File: config.mk
export PLATFORM = sky130hd
export DESIGN_NAME = regfile_sb
export DESIGN_NICKNAME = d
export VERILOG_FILES = /design/src/rtl/regfile_sb.sv
export SDC_FILE = /design/constraint.sdc
export NUM_CORES = 1
export LEC_CHECK = 0
export CELL_PAD_IN_SITES_DETAIL_PLACEMENT = 1
export CELL_PAD_IN_SITES_GLOBAL_PLACEMENT = 2
export CORE_MARGIN = 5
export CORE_UTILIZATION = 41
export CTS_CLUSTER_SIZE = 12
export DETAILED_ROUTE_END_ITERATION = 10
export PLACE_DENSITY = 0.78
export SYNTH_ARGS = -nofsm -noshare
export SYNTH_HDL_FRONTEND = slang
export SYNTH_SLANG_ARGS = --single-unit
export TNS_END_PERCENT = 50
File: constraint.sdc
create_clock -name clk -period 3.4 [get_ports clk]
set_input_delay 0.68 -clock clk [delete_from_list [all_inputs] [get_ports clk]]
set_output_delay 0.68 -clock clk [all_outputs]
set_load 0.05 [all_outputs]
File: src/rtl/regfile_sb.sv
`default_nettype none
// +----------------------------------------------------------------------------+
// | Module   : regfile_sb                                                      |
// | Brief    : Register file with write bypass and per-register pending-write  |
// |            scoreboard that stalls decode on unresolved source operands.    |
// | Revision : 1.0 - initial release                                           |
// +----------------------------------------------------------------------------+
module regfile_sb #(
  parameter int DW      = 32,
  parameter int AW      = 4,
  parameter int PW      = 2,
  parameter int ZERO_R0 = 0
) (
  input  logic             clk,
  input  logic             rst,
  input  logic             wb_en,
  input  logic [AW-1:0]    wb_addr,
  input  logic [DW-1:0]    wb_data,
  input  logic [AW-1:0]    ra_addr,
  input  logic [AW-1:0]    rb_addr,
  output logic [DW-1:0]    ra_data,
  output logic [DW-1:0]    rb_data,
  input  logic             iss_valid,
  input  logic             iss_use_a,
  input  logic             iss_use_b,
  input  logic             iss_wr,
  input  logic [AW-1:0]    iss_dest,
  output logic             stall,
  output logic [2**AW-1:0] busy_vec,
  output logic             sb_err
);

  localparam int            NREGS     = 2**AW;
  localparam bit            c_zero_r0 = (ZERO_R0 != 0);
  localparam logic [PW-1:0] c_cnt_one = PW'(1);
  localparam logic [PW-1:0] c_cnt_max = '1;

  logic [DW-1:0] r_regs [NREGS];
  logic [PW-1:0] r_cnt  [NREGS];
  logic          r_err;

  logic             w_wb_live;
  logic             w_busy_a;
  logic             w_busy_b;
  logic             w_sat;
  logic             w_acc;
  logic             w_underflow;
  logic [NREGS-1:0] w_we;
  logic [NREGS-1:0] w_inc;
  logic [NREGS-1:0] w_dec;

  // A writeback to a hardwired R0 is discarded entirely.
  assign w_wb_live = wb_en && !(c_zero_r0 && (wb_addr == '0));

  always_comb begin
    ra_data = r_regs[ra_addr];
    if (w_wb_live && (wb_addr == ra_addr)) ra_data = wb_data;
    if (c_zero_r0 && (ra_addr == '0))      ra_data = '0;
  end

  always_comb begin
    rb_data = r_regs[rb_addr];
    if (w_wb_live && (wb_addr == rb_addr)) rb_data = wb_data;
    if (c_zero_r0 && (rb_addr == '0))      rb_data = '0;
  end

  // The final pending write landing this cycle is served by the bypass.
  assign w_busy_a = (r_cnt[ra_addr] != '0) &&
                    !(wb_en && (wb_addr == ra_addr) && (r_cnt[ra_addr] == c_cnt_one));
  assign w_busy_b = (r_cnt[rb_addr] != '0) &&
                    !(wb_en && (wb_addr == rb_addr) && (r_cnt[rb_addr] == c_cnt_one));
  assign w_sat    = (r_cnt[iss_dest] == c_cnt_max);

  assign stall = iss_valid && ((iss_use_a && w_busy_a) ||
                               (iss_use_b && w_busy_b) ||
                               (iss_wr && w_sat));
  assign w_acc = iss_valid && !stall;

  assign w_underflow = w_wb_live && (r_cnt[wb_addr] == '0);

  generate
    for (genvar gi = 0; gi < NREGS; gi++) begin : g_ctl
      localparam bit c_tied = c_zero_r0 && (gi == 0);
      assign w_we[gi]     = !c_tied && wb_en && (wb_addr == AW'(gi));
      assign w_inc[gi]    = !c_tied && w_acc && iss_wr && (iss_dest == AW'(gi));
      assign w_dec[gi]    = w_we[gi] && (r_cnt[gi] != '0);
      assign busy_vec[gi] = (r_cnt[gi] != '0);
    end
  endgenerate

  always_ff @(posedge clk or negedge rst) begin
    if (!rst) begin
      for (int i = 0; i < NREGS; i++) begin
        r_regs[i] <= '0;
        r_cnt[i]  <= '0;
      end
    end else begin
      for (int i = 0; i < NREGS; i++) begin
        if (w_we[i]) r_regs[i] <= wb_data;
        if (w_inc[i] && !w_dec[i])      r_cnt[i] <= r_cnt[i] + c_cnt_one;
        else if (w_dec[i] && !w_inc[i]) r_cnt[i] <= r_cnt[i] - c_cnt_one;
      end
    end
  end

  always_ff @(posedge clk or negedge rst) begin
    if (!rst)             r_err <= 1'b0;
    else if (w_underflow) r_err <= 1'b1;
  end

  assign sb_err = r_err;

endmodule
`default_nettype wire
# ---- Word level (Yosys, flattened, before mapping)
# Index checks and enable logic that the tools add are counted.
dict set report totals {
  regBits 545
  input_bits 55
  output_inout_bits 82
  elab_cells 327
}
dict set report op_classes {
  addsub 32
  n_lt_le_gt_ge 4
  eq_ne 35
  mux 52
  bitwise_logic 4
  n_reduce_logical 167
}
# op n
set op_table {}
lappend op_table {{$bmux W32 S4} 2}
lappend op_table {{$mux W32} 6}
lappend op_table {{$logic_and A1 B1 Y1} 93}
lappend op_table {{$mux W2} 40}
lappend op_table {{$reduce_bool A2 Y1} 34}
lappend op_table {{$eq A4 B4 Y1 const B} 16}
lappend op_table {{$logic_not A1 Y1} 35}
lappend op_table {{$add A2 B1 Y2 const B} 16}
lappend op_table {{$bmux W2 S4} 4}
lappend op_table {{$eq A4 B3 Y1 const B} 8}
lappend op_table {{$sub A2 B1 Y2 const B} 16}
lappend op_table {{$ge A5 B5 Y1 const B} 4}
lappend op_table {{$not A4 Y5} 4}
lappend op_table {{$eq A4 B2 Y1 const B} 4}
lappend op_table {{$eq A4 B1 Y1 const B} 2}
lappend op_table {{$eq A4 B4 Y1} 2}
lappend op_table {{$logic_not A4 Y1} 2}
lappend op_table {{$eq A2 B1 Y1 const B} 2}
lappend op_table {{$eq A2 B2 Y1 const B} 1}
lappend op_table {{$logic_not A2 Y1} 1}
lappend op_table {{$logic_or A1 B1 Y1} 2}

# ---- Depth between registers and ports, before layout
# Gate-level depths: netlist of run 1.
dict set report depth {
  depth_word 20
  ltp_mapped 13
  mapped_depth_nobuf 9
}

# ---- Least setup slack after synthesis of run 1
# Ideal clock, no wire load.
dict set report synth_timing {
  path_kind {input-to-output}
  from {in ra_addr[1]}
  to {out ra_data[21]}
  t_arrival_ns 2.858
  required_time_ns 2.720
  setup_slack_ns -0.138
  path_stages 6
  n_path_buf 3
  path_cell_list {clkbuf_1 > buf_1 > clkbuf_1 > mux4_2 > mux4_2 > mux2_2}
}
dict set report synth_via {
  elab_chain_len 5
  elab_cells_between_ends 7
  cone_classes {1 x eq/ne; 4 x mux; 1 x bitwise; 1 x reduce/logical}
}
# item line
set synth_lines {}
lappend synth_lines {{start: declaration} 19} ;# input logic [AW-1:0] ra_addr,
lappend synth_lines {{$not A4 Y5 (not written as such)} 56} ;# ra_data = r_regs[ra_addr];
lappend synth_lines {{$bmux W32 S4} 56}
lappend synth_lines {{$mux W32 (not written as such) (2 in series)} 56}
lappend synth_lines {{$mux W32 (*)} 57} ;# if (w_wb_live && (wb_addr == ra_addr)) ra_data = wb_data;
lappend synth_lines {{end: declaration} 21} ;# output logic [DW-1:0] ra_data,
# Every way passes the cells marked *; elsewhere a longest branch is shown, timed or not. The select of a mux whose other input is x is not followed.

# ---- Worst setup path in the final report of run 1
dict set report layout_timing {
  from {reg r_cnt[6] in the netlist's numbering}
  to {out stall}
}
dict set report layout_via {
  elab_chain_len 11
  elab_cells_between_ends 26
  cone_classes {3 x eq/ne; 9 x mux; 14 x reduce/logical}
}
# item line
set layout_lines {}
lappend layout_lines {{start: declaration} 39} ;# logic [PW-1:0] r_cnt [NREGS];
lappend layout_lines {{start signal: indexed assignment} 100} ;# if (w_inc[i] && !w_dec[i]) r_cnt[i] <= r_cnt[i] + c_cnt_one;
lappend layout_lines {{start signal: indexed assignment} 101} ;# else if (w_dec[i] && !w_inc[i]) r_cnt[i] <= r_cnt[i] - c_cnt_one;
lappend layout_lines {{$bmux W2 S4 (on tied branches)} --}
lappend layout_lines {{$mux W2 (on tied branches) (2 in series)} --}
lappend layout_lines {{$eq A2 B1 Y1 (on tied branches)} {69, 71}}
lappend layout_lines {{$logic_and A1 B1 Y1 (on tied branches)} {69, 71}}
lappend layout_lines {{$logic_not A1 Y1 (on tied branches)} {69, 71}}
lappend layout_lines {{$logic_and A1 B1 Y1 (on tied branches)} {68, 70}}
lappend layout_lines {{$logic_and A1 B1 Y1 (on tied branches)} {74, 75}}
lappend layout_lines {{$logic_or A1 B1 Y1} 74} ;# assign stall = iss_valid && ((iss_use_a && w_busy_a) ||
lappend layout_lines {{$logic_or A1 B1 Y1 (*)} 75} ;# (iss_use_b && w_busy_b) ||
lappend layout_lines {{$logic_and A1 B1 Y1 (*)} 74}
lappend layout_lines {{end: declaration} 28} ;# output logic stall,
# Marked as above.

==> impl_metrics.toml, run 1 <==
[global_routing]
track_usage = 0.2389
gr-total-overflow = 0
antenna_found_initial = 1
grt_pass1_wl_mm = 142.0
grt_pass1_vias = 21277
grt_max_degree = 108

[detailed_routing]
drtIter0Drc = 1446
vias = 19015
routed_via_density = 6.136
routedWlPerCell_microns = 30.60
drc = 0
drt_wl_total_mm = 94.84
dr.pass1.iters = 5
ant_nets = 0

[finish]
layout_common_cells = "mux2_2, dfrtp_1, mux4_2"
drive_above_1_share = 0.6243
final_common_cell = "mux2_2"
fin_nets = 2166
fill_cells = 6756
antenna_cells = 0
register_area_sq_um = 13670
syn_to_final_growth_pct = 22.29
multi_input_area_sq_um = 16060
final_util = 0.5066

[clocking]
tritoncts = "yes"
cts_hold_buf = 0
path_clk_slew_ns = 0.06
htreeDepth = 2
cts_buffer_depth = 3
clock_sinks = 545
worstSkewPairLatency_ns = 0.62
root_buffer = "clkbuf_16"
cts_inserted_buffers = 61

[synth]
ys_seq_area_frac = 0.4504
synth-compound-area-share = 0.004463
synth_area_sq_um = 30280
ys_seq_elements = 545
ys_warn_count = 0
synthMuxAreaShare = 0.4706
synthAdderAreaFrac = 0.006612
synth_edf_count = 0
ys_types = 39
async_reset_ff_frac = 1.000
syn_inst = 1893
syn_avg_cell_area_sq_um = 15.99
synthSimpleGateAreaFrac = 0.02636
synth_ff_type = "dfrtp_1"
synth_top_family_by_area = "multiplexers"
synth_xor_area_frac = 0.01620
syn_nets = 1964

[worst_setup_path]
cp_num_cells = 7
crit_path_start_kind = "flip-flop"
reg2regPathDepth = 11
critical_path_arrival_ns = 2.80
slowest_stage = "mux4_2"
crit_family = "multiplexers"
crit_type = "flip-flop to primary output"
critPathBufInv = 2
required_ns = 2.72
cp_slowest_stage_delay_ns = 0.49
cp-end-kind = "primary output"
cp_max_fo = 16
crit_top_cell = "mux2i_1"
cp_cell_sequence = "mux4_2, mux2i_1, mux2i_1, a32o_1, buf_12, o31a_1, buf_6"

[power]
p_leak_nw = 15.16
power_mw = 24.75
p_switching_mw = 8.021
swShare = 0.3242
seqPwrFrac = 0.390
clockPowerShare = 0.273
p_per_area_nw_per_um2 = 668.3
ir_drop_v = 0.0004150
power_frac_comb = 0.337
intPower_mw = 16.72

[status]
status = "finished with violations"
violations = "negative setup slack"

[hold_path]
hp-class = "input port to asynchronous set/reset pin"

[job]
maxCapViolCount = 0

[floorplanning]
dieArea_sq_um = 79380
die_y_microns = 281.8
rows = 99
ioPinCount = 137
die_w_microns = 281.8
initial_utilization = 0.4143
core_sq_um = 73080

[sta]
relSlewSlack = 0.5406
fin_crit_sh = 1.024
slew_violations = 0
rsz0062_at_grt = "true"
timing.final.ws_setup_ns = -0.08060
skew_ns = 0.006531
fin_setup_tns_ns = -0.09709
period_needed_ns = 3.481
setup_viol = 2
hold_viol = 0
worst_pin_slew_ns = 0.6869
fmax_mhz = 287.3
hold_slack_ns = 0.002504

[placed_design]
gp_congestion = 0.8850
dp_hpwl_mm = 56.51
port_buffers = 136
==> per-stage QoR <==
stage          area (sq um)  setup WS [ns]  std cells
4_1_cts               36770        -0.1357       3087
5_1_grt               37030        -0.1721       3099
3_5_place_dp          33990        -0.2101       2953
3_3_place_gp          33990        -0.2279       2953
6_report              37030       -0.08060       3099
2_1_floorplan         30320       -0.01701       1893
==> power by group through the flow <==
stage	clock network [mW]	logic [mW]	registers [mW]
6_report	6.76	8.33	9.66
5_1_grt	7.19	8.76	9.83
4_1_cts	6.90	8.23	9.56
3_5_place_dp	0	7.95	9.65
3_3_place_gp	0	7.74	9.47
2_1_floorplan	0	5.72	9.05
==> what timing repair did <==
| action | CTS | global route |
|---|---|---|
| endpoints found under the setup margin | 60 | 42 |
| resized for setup | 69 | 61 |
| gates cloned | 11 | 5 |
| setup buffers | 16 | 11 |
| pin swaps | 2 | 1 |
==> area by class of cell <==
type / count / share of cell area
clock buffer: 89 / 0.04761
sequential: 545 / 0.3691
inverter: 5 / 0.0005069
clock inverter: 19 / 0.007569
tap: 959 / 0.03241
timing repair buffer: 320 / 0.1091
multi-input combinational: 1162 / 0.4337
==> worst reg2reg max path, stage by stage, from the launching register on <==
cell and delay (ns):
dfrtp_2 0.45, mux4_2 0.48, mux2i_2 0.23, nor2_1 0.07, or4_4 0.52, buf_4 0.22
nor4_1 0.40, buf_4 0.20, ha_1 0.17, xor2_1 0.20, nor2_1 0.07, xor2_1 0.14
==> synthesized netlist by cell type (all sizes together) (3+ instances only) <==
cell type	count	area [sq um]
nand3	20	100.1
nor4	16	162.7
xnor2	18	157.7
nor2b	4	25.02
o211ai	6	45.04
mux2	576	6486
dfrtp	545	13640
inv	5	18.77
nand2	36	135.1
nor3b	4	30.03
nand3b	3	22.52
nand4	4	25.02
mux2i	10	100.1
nor3	4	20.02
or2	18	112.6
buf	61	299.0
clkbuf	120	450.4
mux4	340	7661
ha	16	200.2
xor2	38	332.8
nand2b	3	18.77
nor2	31	116.4
==> layer usage <==
metal,track usage,routed length [microns],vias to the layer above
met5,0,0,-
met4,0.05762,2766,0
met3,0.04281,4918,166
met2,0.4140,48790,577
met1,0.3163,38370,10456
li1,-,-,7816
==> state kept, by name, indices dropped and copies added (netlist names) <==
| name | cells |
|---|---|
| r_cnt | 32 |
| sb_err | 1 |
| r_regs | 512 |
==> final timing paths <==
kind | startpoint | end | slack [ns]
setup reg to reg | r_cnt[7]$_DFFE_PN0P_ | r_cnt[13]$_DFFE_PN0P_ | 0.12
setup / recovery | r_cnt[6]$_DFFE_PN0P_ | stall | -0.08
hold reg to reg | sb_err$_DFFE_PN0P_ | sb_err$_DFFE_PN0P_ | 0.47
min in group clk | sb_err$_DFFE_PN0P_ | sb_err$_DFFE_PN0P_ | 0.47
hold / removal | rst | r_regs[248]$_DFFE_PN0P_ | 0.003
max in group asynchronous | rst | r_regs[79]$_DFFE_PN0P_ | 2.28
==> cells by family (layout without fill, tap and decap cells) <==
family | Yosys count | count (layout)
muxes | 926 | 926
DFF | 545 | 545
buffers and inverters | 186 | 433
and+or+nand+nor | 147 | 147
xor gates and xnor gates | 56 | 56
AOI/OAI and AO/OA | 17 | 17
adders and majority gates | 16 | 16
Power figures use the tool's default switching activity.
==> run 2, diff against run 1 <==
- GPL_TIMING_DRIVEN: not set -> 0
==> run 2 against run 1 <==
Net effect:
- the run still ends with negative setup slack left
- sequential share of layout area is 0.66 points lower
- flip-flop and latch count unchanged
- clock power is 5.5% higher
- combinational power up 3.7%
- final area rose by 1.6%
- total power is 2.6% higher
- worst hold slack improved by 0.15 ns
- final cell count grew 2.2%
==> impl_metrics.toml, run 2 (same netlist as run 1, synthesis figures left out) <==
[status]
status = "finished with violations"
violations = "negative setup slack"

[power]
power_frac_comb = 0.341
ir_drop_v = 0.0004614
p_switching_mw = 8.421
swShare = 0.3318
p_leak_nw = 15.54
seqPwrFrac = 0.379
intPower_mw = 16.96
clockPowerShare = 0.281
p_per_area_nw_per_um2 = 674.5

[finish]
final_common_cell = "dfrtp_1"
multi_input_area_sq_um = 16130
drive_above_1_share = 0.5861
layout_common_cells = "dfrtp_1, mux2_2, mux4_2"
register_area_sq_um = 13640
final_area_sq_um = 37630
fin_cells = 3166
fill_cells = 6810
fin_nets = 2231
syn_to_final_growth_pct = 24.29
largest_reg_flops = 512
regMostFlops = "r_regs"

[sta]
worst_pin_slew_ns = 1.323
period_needed_ns = 3.579
rsz0062_at_grt = "true"
fmax_mhz = 279.4
slew_violations = 0
hold_viol = 0
timing.final.ws_setup_ns = -0.1793
setup_viol = 41
fin_crit_sh = 1.053
skew_ns = 0.003455
relSlewSlack = 0.1183

[worst_setup_path]
critical_path_arrival_ns = 2.90
reg2regPathDepth = 11
required_ns = 2.72
worstSetupStartpoint = "rb_addr[0]"
cp_slowest_stage_delay_ns = 0.54
slowest_stage = "mux4_2"
r2r-start = "r_cnt[1]$_DFFE_PN0P_"
cp-end-kind = "primary output"
r2r-end = "r_cnt[1]$_DFFE_PN0P_"
crit_path_start_kind = "input port"
cp_cell_sequence = "buf_8, buf_12, clkbuf_16, buf_12, buf_16, mux4_2, mux4_2, mux2_4, buf_6"
r2r_slack_ns = 0.04
crit_type = "input port to primary output"
cp_max_fo = 7

[global_routing]
grt_pass1_wl_mm = 160.7
gr-total-overflow = 0
grt_pass1_vias = 22521
track_usage = 0.2805
antenna_found_initial = 1
grt_max_degree = 125

[placed_design]
gp_congestion = 0.8672
dpl_cell_area_sq_um = 32910
port_buffers = 127
dp_slack_ns = -2.186
dp_cells = 2983
dp_hpwl_mm = 68.27

[clocking]
htreeDepth = 3
root_buffer = "clkbuf_16"
worstSkewPairLatency_ns = 0.59
clock_sinks = 545
cts_inserted_buffers = 66
cts_hold_buf = 0
path_clk_slew_ns = 0.05
tritoncts = "yes"
cts_buffer_depth = 3

[floorplanning]
die_y_microns = 281.8
initial_utilization = 0.4143
rows = 99
die_w_microns = 281.8
ioPinCount = 137
core_sq_um = 73080
dieArea_sq_um = 79380

[detailed_routing]
routedWlPerCell_microns = 34.97
routed_via_density = 6.392
drt_wl_total_mm = 110.7
drc = 0
vias = 20236
drtIter0Drc = 1923
dr.pass1.iters = 7
ant_nets = 0

[hold_path]
hp-class = "input port to asynchronous set/reset pin"

[job]
maxCapViolCount = 0
[run 2: cell types whose count changed in the layout (fill, tap and decap cells not counted), sizes merged]
cell	delta
clkdlybuf4s50	-5
dlygate4sd2	-1
clkinvlp	+1
clkbuf	+120
diode	+1
bufbuf	+4
buf	-50
bufinv	-3
inv	+1
clkinv	-1
[run 2: cell type report]
cell class                 instances  area share
inverter                           5   0.0004987
antenna                            1  0.00006650
sequential                       545      0.3625
multi-input combinational       1162      0.4285
timing repair buffer             209     0.07640
buffer                           171     0.04342
clock buffer                      97     0.05183
clock inverter                    17    0.004887
tap                              959     0.03188
[run 2: metal layers]
metal  GRT usage  part of all wire  wire, microns  vias up
met4      0.1226             0.046           5066        0
met5           0                 0              0        -
met3     0.06997             0.070           7697      265
met1      0.3626              0.40          43760    11172
met2      0.4541              0.49          54200      861
li1            -                 -              -     7938
[run 2: what timing repair did]
action,in CTS,in global routing
gates resized for setup,879,59
setup buffers,44,17
cloned,27,1
setup endpoints to repair,136,67
pin swaps,2,3
hold endpoints to repair,0,0
[run 2: worst max-delay path by stage]
stage	slack (ns)	cells past startpoint	to
floorplan	-0.02	5	rb_data[13]
global placement	-22.57	1	r_regs[394]$_DFFE_PN0P_
detailed placement	-2.19	8	rb_data[6]
CTS	-0.14	8	rb_data[29]
global route	-0.20	9	stall
finish	-0.18	9	rb_data[16]
[run 2: power by group through the flow]
stage          logic, mW  clock network [mW]  registers, mW
6_report            8.64                7.13           9.61
5_1_grt             9.03                7.53           9.77
4_1_cts             8.54                7.23           9.50
3_5_place_dp        7.79                   0           9.60
3_3_place_gp        7.59                   0           9.40
2_1_floorplan       5.72                   0           9.05
[run 2: worst max-delay path: cells and delay by family]
family	cells	cell delay [ns]
buf+inv	6	0.85
mux	3	1.35
[run 2: metrics by stage]
stage	TNS, ns	total power [mW]	hold WS [ns]	utilization
2_1_floorplan	-0.5061	14.77	0.3844	-
6_report	-2.922	25.38	0.1575	0.5149
3_5_place_dp	-335.06	17.39	0.4938	0.4502
5_1_grt	-3.780	26.33	0.2267	0.5149
3_3_place_gp	-	17.00	0.4794	0.4487
4_1_cts	-4.774	25.27	0.1833	0.5158
==> run 3, diff against run 2 <==
- CTS_CLUSTER_DIAMETER: not set -> 100
- TNS_END_PERCENT: 50 -> not set
==> run 3 against run 2 <==
Net effect:
- critical path type unchanged
- clock power shrank 26%
- critical path depth down 1
- via count increased by 0.93%
- register-to-register slack better by 0.04 ns
- global-route usage about the same
- non-clock buffer count grew 2
- final cell count decreased by 1.8%
- fmax decreased by 0.41%
- setup slack worse by 0.015 ns
- the flow still finishes with violations (negative setup slack)
- total power fell by 7.4%
- worst hold slack improved by 0.35 ns
==> impl_metrics.toml, run 3 (same netlist as run 1, synthesis figures left out) <==
[status]
status = "finished with violations"
violations = "negative setup slack"

[detailed_routing]
drc = 0
routedWlPerCell_microns = 36.27
vias = 20425
routed_via_density = 6.570
drt_wl_total_mm = 112.8
drtIter0Drc = 2050
ant_nets = 0
dr.pass1.iters = 5

[clocking]
path_clk_slew_ns = 0.06
worstSkewPairLatency_ns = 0.61
root_buffer = "clkbuf_16"
cts_buffer_depth = 3
cts_inserted_buffers = 51
clock_sinks = 545
htreeDepth = 2
tritoncts = "yes"

[placed_design]
dpl_cell_area_sq_um = 32940
dp_slack_ns = -2.145
dp_hpwl_mm = 68.72
gp_congestion = 0.8576
port_buffers = 127

[worst_setup_path]
reg2regPathDepth = 10
crit_top_cell = "mux4_2"
crit_family = "multiplexers"
cp-end-kind = "primary output"
critical_path_arrival_ns = 2.91
cp_max_fo = 8
slowest_stage = "mux4_2"
r2r-start = "r_cnt[21]$_DFFE_PN0P_"
cp_cell_sequence = "buf_8, buf_12, clkbuf_16, bufbuf_16, mux4_2, mux4_2, mux2_4, buf_6"
required_ns = 2.72
cp_slowest_stage_delay_ns = 0.54
r2r_slack_ns = 0.08
critPathBufInv = 5
r2r-end = "r_cnt[1]$_DFFE_PN0P_"
crit_path_start_kind = "input port"
crit_type = "input port to primary output"

[finish]
drive_above_1_share = 0.5814
final_util = 0.5061
register_area_sq_um = 13640
fin_nets = 2218
largest_reg_flops = 512
final_common_cell = "dfrtp_1"
layout_common_cells = "dfrtp_1, mux2_2, mux4_2"
multi_input_area_sq_um = 16140
antenna_cells = 0
syn_to_final_growth_pct = 22.15
final_area_sq_um = 36980
regMostFlops = "r_regs"
fill_cells = 6801

[global_routing]
grt_pass1_wl_mm = 162.0
track_usage = 0.2804
grt_max_degree = 106
grt_pass1_vias = 22374
gr-total-overflow = 0
antenna_found_initial = 1

[sta]
slew_violations = 0
period_needed_ns = 3.594
fmax_mhz = 278.2
relSlewSlack = 0.1455
hold_slack_ns = 0.5064
timing.final.ws_setup_ns = -0.1941
setup_viol = 58
rsz0062_at_grt = "true"
skew_ns = 0.006579
fin_crit_sh = 1.057
worst_pin_slew_ns = 1.282
hold_viol = 0

[job]
maxCapViolCount = 0

[floorplanning]
rows = 99
initial_utilization = 0.4143
core_sq_um = 73080
dieArea_sq_um = 79380
ioPinCount = 137
die_y_microns = 281.8
die_w_microns = 281.8

[hold_path]
min_to = "sb_err$_DFFE_PN0P_"
hold_path_depth = 1
hp-start = "sb_err$_DFFE_PN0P_"
hp-class = "flip-flop to flip-flop"

[power]
p_per_area_nw_per_um2 = 635.8
p_leak_nw = 15.22
ir_drop_v = 0.0003181
==> run 3: cell types whose count changed in the layout (fill, tap and decap cells not counted), moves of 5 or more <==
cell / previous run / this run
buf_4: 31 / 26
clkbuf_16: 82 / 72
clkbuf_8: 25 / 17
buf_6: 43 / 50
clkinv_2: 9 / 0
clkbuf_1: 90 / 75
buf_8: 45 / 33
==> run 3: worst max-delay path by stage <==
stage,cells past startpoint,slack (ns),endpoint,startpoint
floorplan,6,-0.01,rb_data[0],rb_addr[0]
global placement,1,-22.61,r_regs[457]$_DFFE_PN0P_,rst
detailed placement,8,-2.14,rb_data[6],rb_addr[1]
CTS,8,-0.15,ra_data[29],ra_addr[0]
global route,8,-0.19,ra_data[12],ra_addr[0]
finish,8,-0.19,ra_data[12],ra_addr[0]
==> run 3: metrics by stage <==
stage	std cells	total power [mW]	setup TNS, ns
after global placement	2979	17.00	-
after floorplan	1893	14.77	-0.4740
after detailed placement	2984	17.38	-301.24
after CTS	3108	23.32	-5.289
final	3109	23.52	-3.950
after global routing	3109	24.35	-4.996
==> run 3: worst register-to-register path: cells and delay by family (launching register included) <==
kind                     cells  cell delay, ns
XOR/XNOR                     1            0.17
adder cells (fa/ha/maj)      1            0.36
buffers and inverters        2            0.35
flip-flops                   1            0.47
multiplexers                 2            0.63
AND/OR/NAND/NOR              4            1.26
==> run 3: metal layers <==
metal	share of wire	track usage
met5	0.00012	0
met4	0.047	0.1176
met3	0.066	0.04504
met2	0.49	0.4616
met1	0.40	0.3744
==> run 3: where the power goes <==
part | internal, mW | switching (mW) | total, mW
Clock | 2.72 | 2.58 | 5.30
Combinational | 4.62 | 3.99 | 8.61
Sequential | 8.10 | 1.51 | 9.61
Total | 15.4 | 8.08 | 23.5
==> run 3: final cells by class <==
class / instances / share of cell area
multi-input combinational: 1162 / 0.4364
buffer: 173 / 0.04567
inverter: 5 / 0.0005075
tap: 959 / 0.03244
clock inverter: 3 / 0.0008796
sequential: 545 / 0.3688
clock buffer: 53 / 0.03556
timing repair buffer: 209 / 0.07974
==> run 3: timing repair <==
item,in CTS,in global routing
pin swaps,4,0
resized for setup,865,64
hold buffers,1,0
setup buffers,43,11
hold endpoints to repair,37,0
cloned,27,7
endpoints found under the setup margin,97,69
